$ cat src/rtl/fx_pkg.sv
// ---------------------------------------------------------------------------
// fx_pkg
// Definitions shared by the audio effects chain.
//   SAMPLE_W        audio sample width (signed two's complement)
//   ADDR_W          delay-line RAM offset width
//   DEF_BASE_DELAY  default minimum chorus delay, in samples
//   DEF_DEPTH       default LFO peak excursion, in samples
//   chorus_state_e  chorus sequencing states
//   mix_half()      50/50 mix of two signed samples
// ---------------------------------------------------------------------------
package fx_pkg;

    localparam int SAMPLE_W       = 16;
    localparam int ADDR_W         = 13;
    localparam int DEF_BASE_DELAY = 1024;
    localparam int DEF_DEPTH      = 256;

    typedef enum logic [1:0] {
        ST_IDLE = 2'd0,
        ST_READ = 2'd1,
        ST_OUT  = 2'd2
    } chorus_state_e;

    // Average of two signed samples. The sum is formed one bit wider so
    // the halving can never overflow; dropping the LSB of the 17-bit sum
    // is an arithmetic shift right by one (rounds toward minus infinity).
    function automatic logic [SAMPLE_W-1:0] mix_half(
        input logic [SAMPLE_W-1:0] a,
        input logic [SAMPLE_W-1:0] b
    );
        logic [SAMPLE_W:0] sum;
        sum = {a[SAMPLE_W-1], a} + {b[SAMPLE_W-1], b};
        return sum[SAMPLE_W:1];
    endfunction

endpackage

$ cat src/rtl/chorus_lfo.sv
// ---------------------------------------------------------------------------
// chorus_lfo
// Triangle-wave LFO for the chorus delay modulation. Counts 0..DEPTH and
// back, moving one step per `step` pulse.
// Ports:
//   clk   in   clock, rising edge
//   rst   in   asynchronous active-low reset (lfo=0, direction up)
//   step  in   advance the LFO by one position
//   lfo   out  current LFO value, 0..DEPTH
// ---------------------------------------------------------------------------
module chorus_lfo
    import fx_pkg::*;
#(
    parameter int DEPTH = DEF_DEPTH
) (
    input  logic              clk,
    input  logic              rst,
    input  logic              step,
    output logic [ADDR_W-1:0] lfo
);

    localparam logic [ADDR_W-1:0] PEAK = ADDR_W'(DEPTH);

    logic [ADDR_W-1:0] r_lfo;
    logic              r_up;
    logic [ADDR_W-1:0] w_next;

    assign w_next = r_up ? r_lfo + 1'b1 : r_lfo - 1'b1;

    always_ff @(posedge clk or negedge rst) begin
        if (!rst) begin
            r_lfo <= '0;
            r_up  <= 1'b1;
        end else if (step) begin
            if (PEAK == '0) begin
                // Zero excursion: the LFO is pinned at 0.
                r_lfo <= '0;
            end else begin
                r_lfo <= w_next;
                // Turn around as soon as an end point is reached so the
                // next step already heads back the other way.
                if (w_next == PEAK) begin
                    r_up <= 1'b0;
                end else if (w_next == '0) begin
                    r_up <= 1'b1;
                end
            end
        end
    end

    assign lfo = r_lfo;

endmodule

$ cat src/rtl/chorus_effect.sv
// ---------------------------------------------------------------------------
// chorus_effect
// Chorus stage: per processing turn, reads one LFO-modulated delayed sample
// from the shared delay-line RAM, mixes it 50/50 with the live input and
// pulses `done` for one cycle with the result on `data_out`.
// Ports:
//   clk               in   clock, rising edge
//   rst               in   asynchronous active-low reset
//   cs                in   block enable; low blocks new operations
//   my_turn           in   arbiter grant (level)
//   data_in           in   live sample, signed, sampled with the read data
//   sram_data_in      in   delayed sample from the RAM, signed
//   sram_read_finish  in   RAM read complete, sram_data_in valid
//   sram_rd           out  RAM read request, held until the read completes
//   sram_offset       out  delay back from the newest sample (0 = newest)
//   done              out  one-cycle completion pulse
//   data_out          out  mixed sample, held between done pulses
// ---------------------------------------------------------------------------
module chorus_effect
    import fx_pkg::*;
#(
    parameter int BASE_DELAY = DEF_BASE_DELAY,
    parameter int DEPTH      = DEF_DEPTH
) (
    input  logic                clk,
    input  logic                rst,
    input  logic                cs,
    input  logic                my_turn,
    input  logic [SAMPLE_W-1:0] data_in,
    input  logic [SAMPLE_W-1:0] sram_data_in,
    input  logic                sram_read_finish,
    output logic                sram_rd,
    output logic [ADDR_W-1:0]   sram_offset,
    output logic                done,
    output logic [SAMPLE_W-1:0] data_out
);

    chorus_state_e       r_state;
    logic                r_rd;
    logic [ADDR_W-1:0]   r_offset;
    logic                r_done;
    logic [SAMPLE_W-1:0] r_data_out;
    logic [ADDR_W-1:0]   w_lfo;

    // The LFO advances at the end of the done cycle, so the next
    // operation's offset already reflects the new position.
    chorus_lfo #(
        .DEPTH(DEPTH)
    ) u_lfo (
        .clk (clk),
        .rst (rst),
        .step(r_done),
        .lfo (w_lfo)
    );

    always_ff @(posedge clk or negedge rst) begin
        if (!rst) begin
            r_state    <= ST_IDLE;
            r_rd       <= 1'b0;
            r_offset   <= '0;
            r_done     <= 1'b0;
            r_data_out <= '0;
        end else begin
            // NOTE: non-blocking assignments here so every register updates
            // from the values present before the edge, independent of order.
            r_done <= 1'b0;
            case (r_state)
                ST_IDLE: begin
                    if (cs && my_turn) begin
                        r_offset <= ADDR_W'(BASE_DELAY) + w_lfo;
                        r_rd     <= 1'b1;
                        r_state  <= ST_READ;
                    end
                end
                // Losing cs or my_turn here does not abort: the RAM read is
                // already in flight and must be consumed.
                ST_READ: begin
                    if (sram_read_finish) begin
                        r_data_out <= mix_half(data_in, sram_data_in);
                        r_rd       <= 1'b0;
                        r_done     <= 1'b1;
                        r_state    <= ST_OUT;
                    end
                end
                ST_OUT: begin
                    r_state <= ST_IDLE;
                end
                default: begin
                    r_state <= ST_IDLE;
                end
            endcase
        end
    end

    assign sram_rd     = r_rd;
    assign sram_offset = r_offset;
    assign done        = r_done;
    assign data_out    = r_data_out;

endmodule

$ cat config.mk
export PLATFORM = sky130hd
export DESIGN_NAME = chorus_effect
export DESIGN_NICKNAME = d
export VERILOG_FILES = /design/src/rtl/fx_pkg.sv /design/src/rtl/chorus_lfo.sv /design/src/rtl/chorus_effect.sv
export SDC_FILE = /design/constraint.sdc
export NUM_CORES = 1
export LEC_CHECK = 0
export ABC_AREA = 1
export CAP_MARGIN = 25
export CORE_ASPECT_RATIO = 0.7
export CORE_MARGIN = 2
export CORE_UTILIZATION = 52
export CTS_CLUSTER_DIAMETER = 200
export DETAILED_ROUTE_END_ITERATION = 7
export GPL_TIMING_DRIVEN = 0
export PLACE_DENSITY = 0.78
export SETUP_SLACK_MARGIN = 0.5
export SLEW_MARGIN = 20
export SYNTH_ARGS = -nofsm -noshare
export SYNTH_HDL_FRONTEND = slang
export SYNTH_SLANG_ARGS = --single-unit
$ cat constraint.sdc
create_clock -name clk -period 2.5 [get_ports clk]
set_clock_uncertainty 0.05 [all_clocks]
set_input_delay 0.375 -clock clk [delete_from_list [all_inputs] [get_ports clk]]
set_output_delay 0.375 -clock clk [all_outputs]
set_load 0.005 [all_outputs]
==> results of run 1 <==
[logic make-up after synthesis]
kind of cell    count (synthesis)  synth area share (%)
compound gates                 71                  12.3
buf+inv                        65                  7.32
xor+xnor                       13                  3.36
flops                          47                  34.8
fa+ha+maj                      30                  11.5
simple gates                  244                  30.6
[metrics by stage]
step	power, mW	worst slack [ns]	instance area [um2]
2_1_floorplan	2.86	0.430	3380
3_3_place_gp	3.69	-0.217	4150
3_5_place_dp	3.78	-0.0372	4170
4_1_cts	4.81	0.232	4760
5_1_grt	5.89	0.0528	5170
6_report	5.53	0.142	5170
[synth_stat cells, types with 3 or more instances]
cell	instances
nand2_1	164
inv_1	56
xnor2_1	4
xor2_1	9
nor2_1	22
dfrtp_1	46
nor3_1	3
a31oi_1	5
o21ai_2	4
a21oi_1	20
o21bai_1	5
o21ai_0	30
nand3_1	33
nand2_2	4
clkbuf_1	6
nand3_2	3
nand4_1	7
ha_1	28
[routing by layer]
| layer | track usage, % | routed length, um | vias up |
|---|---|---|---|
| li1 | - | - | 1746 |
| met1 | 41.2 | 4870 | 1813 |
| met2 | 47.1 | 5300 | 213 |
| met3 | 4.98 | 832 | 40 |
| met4 | 7.00 | 232 | 0 |
| met5 | 0 | 0 | - |
[critical path: stages (launching register included)]
cell,delay (ns)
dfstp_2,0.60
clkinvlp_4,0.15
buf_6,0.14
buf_6,0.10
ha_4,0.28
ha_4,0.13
inv_2,0.04
nor2_4,0.10
nand3_2,0.09
nor2_4,0.13
nand2_2,0.06
nor3_2,0.18
nand4_1,0.11
nand2_1,0.08
nand2_1,0.05
[repair_timing]
action | 4_1_cts | 5_1_grt
buffers inserted | 19 | 13
endpoints found under the setup margin | 19 | 29
resized for setup | 77 | 80
hold buffers | 1 | 0
pin swaps | 28 | 48
endpoints found under the hold margin | 14 | 0
[worst max-delay path by stage]
stage / startpoint / slack, ns / endpoint / cells after the start
final: u_lfo.r_up / 0.14 / u_lfo.r_up / 14
after global routing: u_lfo.r_up / 0.05 / u_lfo.r_up / 14
after CTS: u_lfo.r_up / 0.23 / u_lfo.r_up / 14
after detailed placement: u_lfo.r_up / -0.04 / u_lfo.r_up / 12
after global placement: rst / -0.22 / u_lfo.lfo[2] / 1
after floorplan: u_lfo.r_up / 0.43 / u_lfo.r_up / 12
[power by group]
group	switching, mW	total [mW]	internal (mW)
Clock	0.248	0.466	0.217
Sequential	0.311	1.39	1.08
Combinational	1.96	3.67	1.71
Total	2.52	5.53	3.01
[flip-flops by register name, indices dropped and copies added (netlist names)]
register     flops
data_out        16
sram_offset     13
u_lfo.lfo       13
r_state          2
done             1
sram_rd          1
u_lfo.r_up       1
[layout by cell type, fill, tap and decap left out, drive strengths merged, types with 4 or more instances in the layout]
master         Yosys  routed
nand3             36      36
dlymetal6s2s       0       5
buf                1      35
a31oi              5       5
o21bai             5       5
ha                28      28
dfrtp             46      46
xor2               9       9
nand4              7       7
nand2            168     168
o21ai             34      34
clkdlybuf4s50      0      58
clkbuf             6      12
nor2              23      23
xnor2              4       4
a21oi             23      23
nor3               5       5
inv               58      57
[layout make-up]
| class | instances | area (um2) |
|---|---|---|
| plain buffers | 7 | 30.0 |
| clock buffers | 6 | 82.6 |
| clock inverters | 1 | 5.00 |
| fillers | 388 | 1070 |
| inverters | 58 | 224 |
| multi-input cells | 358 | 2560 |
| flip-flops and latches | 47 | 1180 |
| well taps | 78 | 97.6 |
| repair buffers | 101 | 995 |
==> impl_results.md, run 1 <==
* Max-Cap Viols at 0
* Reg2reg start: u_lfo.r_up
* Setup TNS Final at 0 ns
* Final cell count without fillers at 656
* Routability cong. at 0.938
* Clk root buf: clkbuf_8
* Rows at 24
* Number of synthesis warnings at 0
* Total CTS buffers at 5
* Worst Reg-to-Reg Cells at 14
* Hold Path Depth at 2
* Outcome: finished clean
* Final hold vios at 0
* DRT Pass-1 Iters at 5
* WL/cell at 17.1 um
* All-Layer GR Usage at 29.1%
* Setup violators final at 0
* Full die area at 7180 um2
* Worst slew pin tran at 0.505 ns
* Top cell type by total area after synthesis: dfrtp_1
* Area grow syn2layout at 52.9%
* Sink Count at 47
* RSZ-0062 raised after global routing: true
* Detail-routed via count per cell at 5.81
* Post-layout util at 82.8%
* Antenna Nets Post-Route at 0
* Total gr overflow at 0
* Fmax at 424 MHz
* Worst EP arrival at 2.55 ns
* Clock Latency Late Sink at 0.30 ns
* Synth Area per Inst at 7.20 um2
* Required time of the worst setup path at 2.69 ns
* CP Launch Type: register
* Share of cells above drive strength 1 at 27.7%
* Pwr/cell area at 1070 nW/um2
* Die Span Y at 71.5 um
* Worst hold start: data_out[14]
* Final worst-path cycle share at 94.3%
* Clock buffer depth at 2
* Minimum clock period at 2.36 ns
* Area contributors post-synth: dfrtp_1 (34%), nand2_1 (18%), ha_1 (10%), inv_1 (6.2%), nand3_1 (4.9%)
* DR vias at 3812
* CP endpoint kind: register
* First-pass GRT wire length at 16500 um
* DRC errors left at 0
* Critical Setup Path Class: reg2reg
* Hold Path Sink: data_out[14]
* Ant diodes at 0
* CP Max Fanout at 4
* Initial Utilization at 54.2%
* Post-synth ARST share at 100%
* H-Tree Depth at 2
* Post-synth cell types at 33
* DR iter-0 viols at 341
* Ys flop type: dfrtp_1
* Rel. slew slack at 66.3%
* Detailed Place HPWL at 7260 um
* VDD IR-drop max at 0.000838 V
* Pin count of the biggest net entering global routing at 34
* CTS tree: built
* Floorplan die width at 100 um
* Nets at 645
* Gate Count Post-Synth at 470
* Yosys reg bits at 47
* Clk pin slew, worst setup/hold paths at 0.09 ns
* Cells after DPL at 616
* R2r endpoint: u_lfo.r_up
* Post-synth EDFFs at 0
* Leak at 2.48 nW
* Share of the synthesized area in the top cell type at 34.0%
* Initial antenna violation count at 0
* Hold crit path type: reg2reg
* Syn Nets at 537
* Reg2reg setup slack at 0.14 ns
* Vias in the first global route at 3465
* Routed wire length at 11200 um
* Max Transition Viols Final at 0
* Core ar. at 6250 um2
* WHS at 0.440 ns
* Seq/Total Area, Yosys at 34.8%
* I/O pin count at 68
* IO Port Bufs at 67
* Synth Cell Area at 3380 um2
(Power assumes the default switching activity.)
==> inputs of run 2 (changes only) <==
--- a/config.mk
+++ b/config.mk
@@ -9,11 +9,12 @@
 export CAP_MARGIN = 25
 export CORE_ASPECT_RATIO = 0.7
 export CORE_MARGIN = 2
-export CORE_UTILIZATION = 52
+export CORE_UTILIZATION = 54
+export CTS_BUF_LIST = sky130_fd_sc_hd__clkbuf_8
 export CTS_CLUSTER_DIAMETER = 200
 export DETAILED_ROUTE_END_ITERATION = 7
 export GPL_TIMING_DRIVEN = 0
-export PLACE_DENSITY = 0.78
+export PLACE_DENSITY = 0.8
 export SETUP_SLACK_MARGIN = 0.5
 export SLEW_MARGIN = 20
 export SYNTH_ARGS = -nofsm -noshare
==> run 2 against run 1 <==
Net effect:
- cell area is 7.4% lower
- largest cell class unchanged
- setup slack better by 0.031 ns
- final cell count fell by 3.0%
- utilization decreased by 5.0 points
- critical endpoint unchanged
- sequential share of layout area rose by 1.8 points
==> impl_results.md, run 2 (synthesis results as in run 1) <==
* All-Layer GR Usage at 26.9% (was 29.1%)
* CP Max Fanout at 11 (was 4)
* Cells after DPL at 616 (unchanged)
* Placed cell area at 4170 um2 (unchanged)
* Full die area at 6930 um2 (was 7180 um2)
* VDD IR-drop max at 0.000771 V (was 0.000838 V)
* Worst slew pin tran at 0.489 ns (was 0.505 ns)
* Max FFs per register at 16 (unchanged)
* Routability cong. at 0.959 (was 0.938)
* Fillcell total at 425 (was 388)
* Most common cell after layout, fill and taps aside: nand2_1 (unchanged)
* Core ar. at 6160 um2 (was 6250 um2)
* Antenna Nets Post-Route at 0 (unchanged)
* Sw Share at 42.9% (was 45.6%)
* Fmax at 430 MHz (was 424 MHz)
* IO Port Bufs at 67 (unchanged)
* Clk root buf: clkbuf_8 (unchanged)
* Design Area, Final at 4790 um2 (was 5170 um2)
* Total gr overflow at 0 (unchanged)
* CP endpoint kind: register (unchanged)
* WL/cell at 15.7 um (was 17.1 um)
* Outcome: finished clean (unchanged)
* Final hold vios at 0 (unchanged)
* I/O pin count at 68 (unchanged)
* Final worst-path cycle share at 93.1% (was 94.3%)
* Part of the power in combinational logic at 59.3% (was 66.4%)
* Pin count of the biggest net entering global routing at 28 (was 34)
* Clock buffer depth at 2 (unchanged)
* Clock Latency Late Sink at 0.30 ns (about the same)
* Final cell count without fillers at 636 (was 656)
* Max-Cap Viols at 0 (unchanged)
* First-pass GRT wire length at 15100 um (was 16500 um)
* Critical Setup Path Class: reg2reg (unchanged)
* Routed wire length at 9980 um (was 11200 um)
* Detailed Place HPWL at 7000 um (was 7260 um)
* Detail-routed via count per cell at 5.56 (was 5.81)
* Hold crit path type: reg2reg (unchanged)
* Floorplan die width at 98.6 um (was 100 um)
* Rows at 24 (unchanged)
* DRC errors left at 0 (unchanged)
* Area grow syn2layout at 41.5% (was 52.9%)
* Clk network pwr share at 13.2% (was 8.4%)
* Setup violators final at 0 (unchanged)
* DRT Pass-1 Iters at 5 (unchanged)
* Sink Count at 47 (unchanged)
* Rel. slew slack at 67.4% (was 66.3%)
* Initial Utilization at 55.0% (was 54.2%)
* Commonest cells after routing, fill and taps aside: nand2_1 (149), clkdlybuf4s50_1 (60), inv_1 (55), dfrtp_1 (46), nand3_1 (30) (was nand2_1 (131), clkdlybuf4s50_1 (58), inv_1 (46), dfrtp_1 (45), nand2_2 (29))
* Seq pwr share at 27.5% (was 25.1%)
* Worst EP arrival at 2.50 ns (was 2.55 ns)
* Initial antenna violation count at 0 (unchanged)
* Pwr/cell area at 1030 nW/um2 (was 1070 nW/um2)
* Leak at 2.35 nW (was 2.48 nW)
* Required time of the worst setup path at 2.67 ns (was 2.69 ns)
* Ant diodes at 0 (unchanged)
* DR vias at 3538 (was 3812)
* Max Transition Viols Final at 0 (unchanged)
* Clk pin slew, worst setup/hold paths at 0.08 ns (was 0.09 ns)
* Total CTS buffers at 5 (unchanged)
* Vias in the first global route at 3207 (was 3465)
* Nets at 624 (was 645)
* Net switching power at 2.12 mW (was 2.52 mW)
* DR iter-0 viols at 219 (was 341)
* Minimum clock period at 2.33 ns (was 2.36 ns)
* Share of cells above drive strength 1 at 18.1% (was 27.7%)
* Int Power at 2.82 mW (was 3.01 mW)
* H-Tree Depth at 2 (unchanged)
* CP Launch Type: register (unchanged)
* RSZ-0062 raised after global routing: true (unchanged)
* CTS tree: built (unchanged)
* Die Span Y at 70.2 um (was 71.5 um)
run 2: area by class of cell:
cell class	count	area [um2]	share of cell area, %
plain buffers	7	30.0	0.627
clock buffers	5	68.8	1.44
multi-input cells	358	2330	48.7
flip-flops and latches	47	1180	24.6
repair buffers	80	798	16.7
inverters	58	221	4.63
clock inverters	3	63.8	1.33
well taps	78	97.6	2.04
run 2: path summary, 6_finish.rpt:
| check | to | start | depth (start not counted) | slack (ns) |
|---|---|---|---|---|
| max in group asynchronous | u_lfo.r_up | rst | 3 | 1.30 |
| worst min register to register | sram_offset[11] | sram_offset[11] | 2 | 0.43 |
| worst max register to register | u_lfo.r_up | u_lfo.r_up | 12 | 0.17 |
| worst max-delay path | u_lfo.r_up | u_lfo.r_up | 12 | 0.17 |
| worst min-delay path | sram_offset[11] | sram_offset[11] | 2 | 0.43 |
| min in group asynchronous | data_out[1] | rst | 2 | 0.51 |
run 2: power by group through the flow:
stage	Sequential (mW)	Combinational [mW]	Clock, mW
2_1_floorplan	1.29	1.57	0
3_3_place_gp	1.31	2.37	0
3_5_place_dp	1.32	2.44	0
4_1_cts	1.35	2.69	0.662
5_1_grt	1.39	3.23	0.697
6_report	1.36	2.93	0.653
run 2: repair_timing:
| action | in CTS | in global routing |
|---|---|---|
| buffers inserted | 7 | 4 |
| hold buffers | 1 | 0 |
| setup endpoints to repair | 20 | 29 |
| gates cloned | 0 | 0 |
| resized for setup | 34 | 52 |
| endpoints found under the hold margin | 20 | 0 |
| pin swaps | 10 | 23 |
run 2: metal layers:
metal / global-route usage [%] / up-vias / wire [um]
met2: 43.2 / 124 / 4710
met3: 5.51 / 18 / 591
li1: - / 1706 / -
met5: 0 / - / 0
met1: 39.3 / 1690 / 4540
met4: 2.59 / 0 / 143
run 2: worst max-delay path, stage by stage, from the launching register on:
cell and delay, ns:
dfstp_2 0.58, clkinvlp_4 0.10, buf_12 0.17, ha_4 0.30, nand2_1 0.12, nor2_2 0.16
nand3_1 0.16, nand4_1 0.15, nand2_1 0.07, nor2_2 0.14, nand4_1 0.10, nand2_1 0.08
nand2_1 0.06
run 2: per-stage QoR:
| stage | util, % | hold WS [ns] | setup WS [ns] | total power, mW | setup TNS (ns) |
|---|---|---|---|---|---|
| global placement | 67.5 | 0.408 | -0.246 | 3.69 | -11.16 |
| CTS | 74.2 | 0.438 | 0.274 | 4.70 | 0 |
| finish | 77.8 | 0.431 | 0.173 | 4.94 | 0 |
| detailed placement | 67.7 | 0.313 | -0.00632 | 3.76 | -0.00632 |
| floorplan | - | 0.0294 | 0.430 | 2.86 | 0 |
| global route | 77.8 | 0.464 | 0.0927 | 5.32 | 0 |
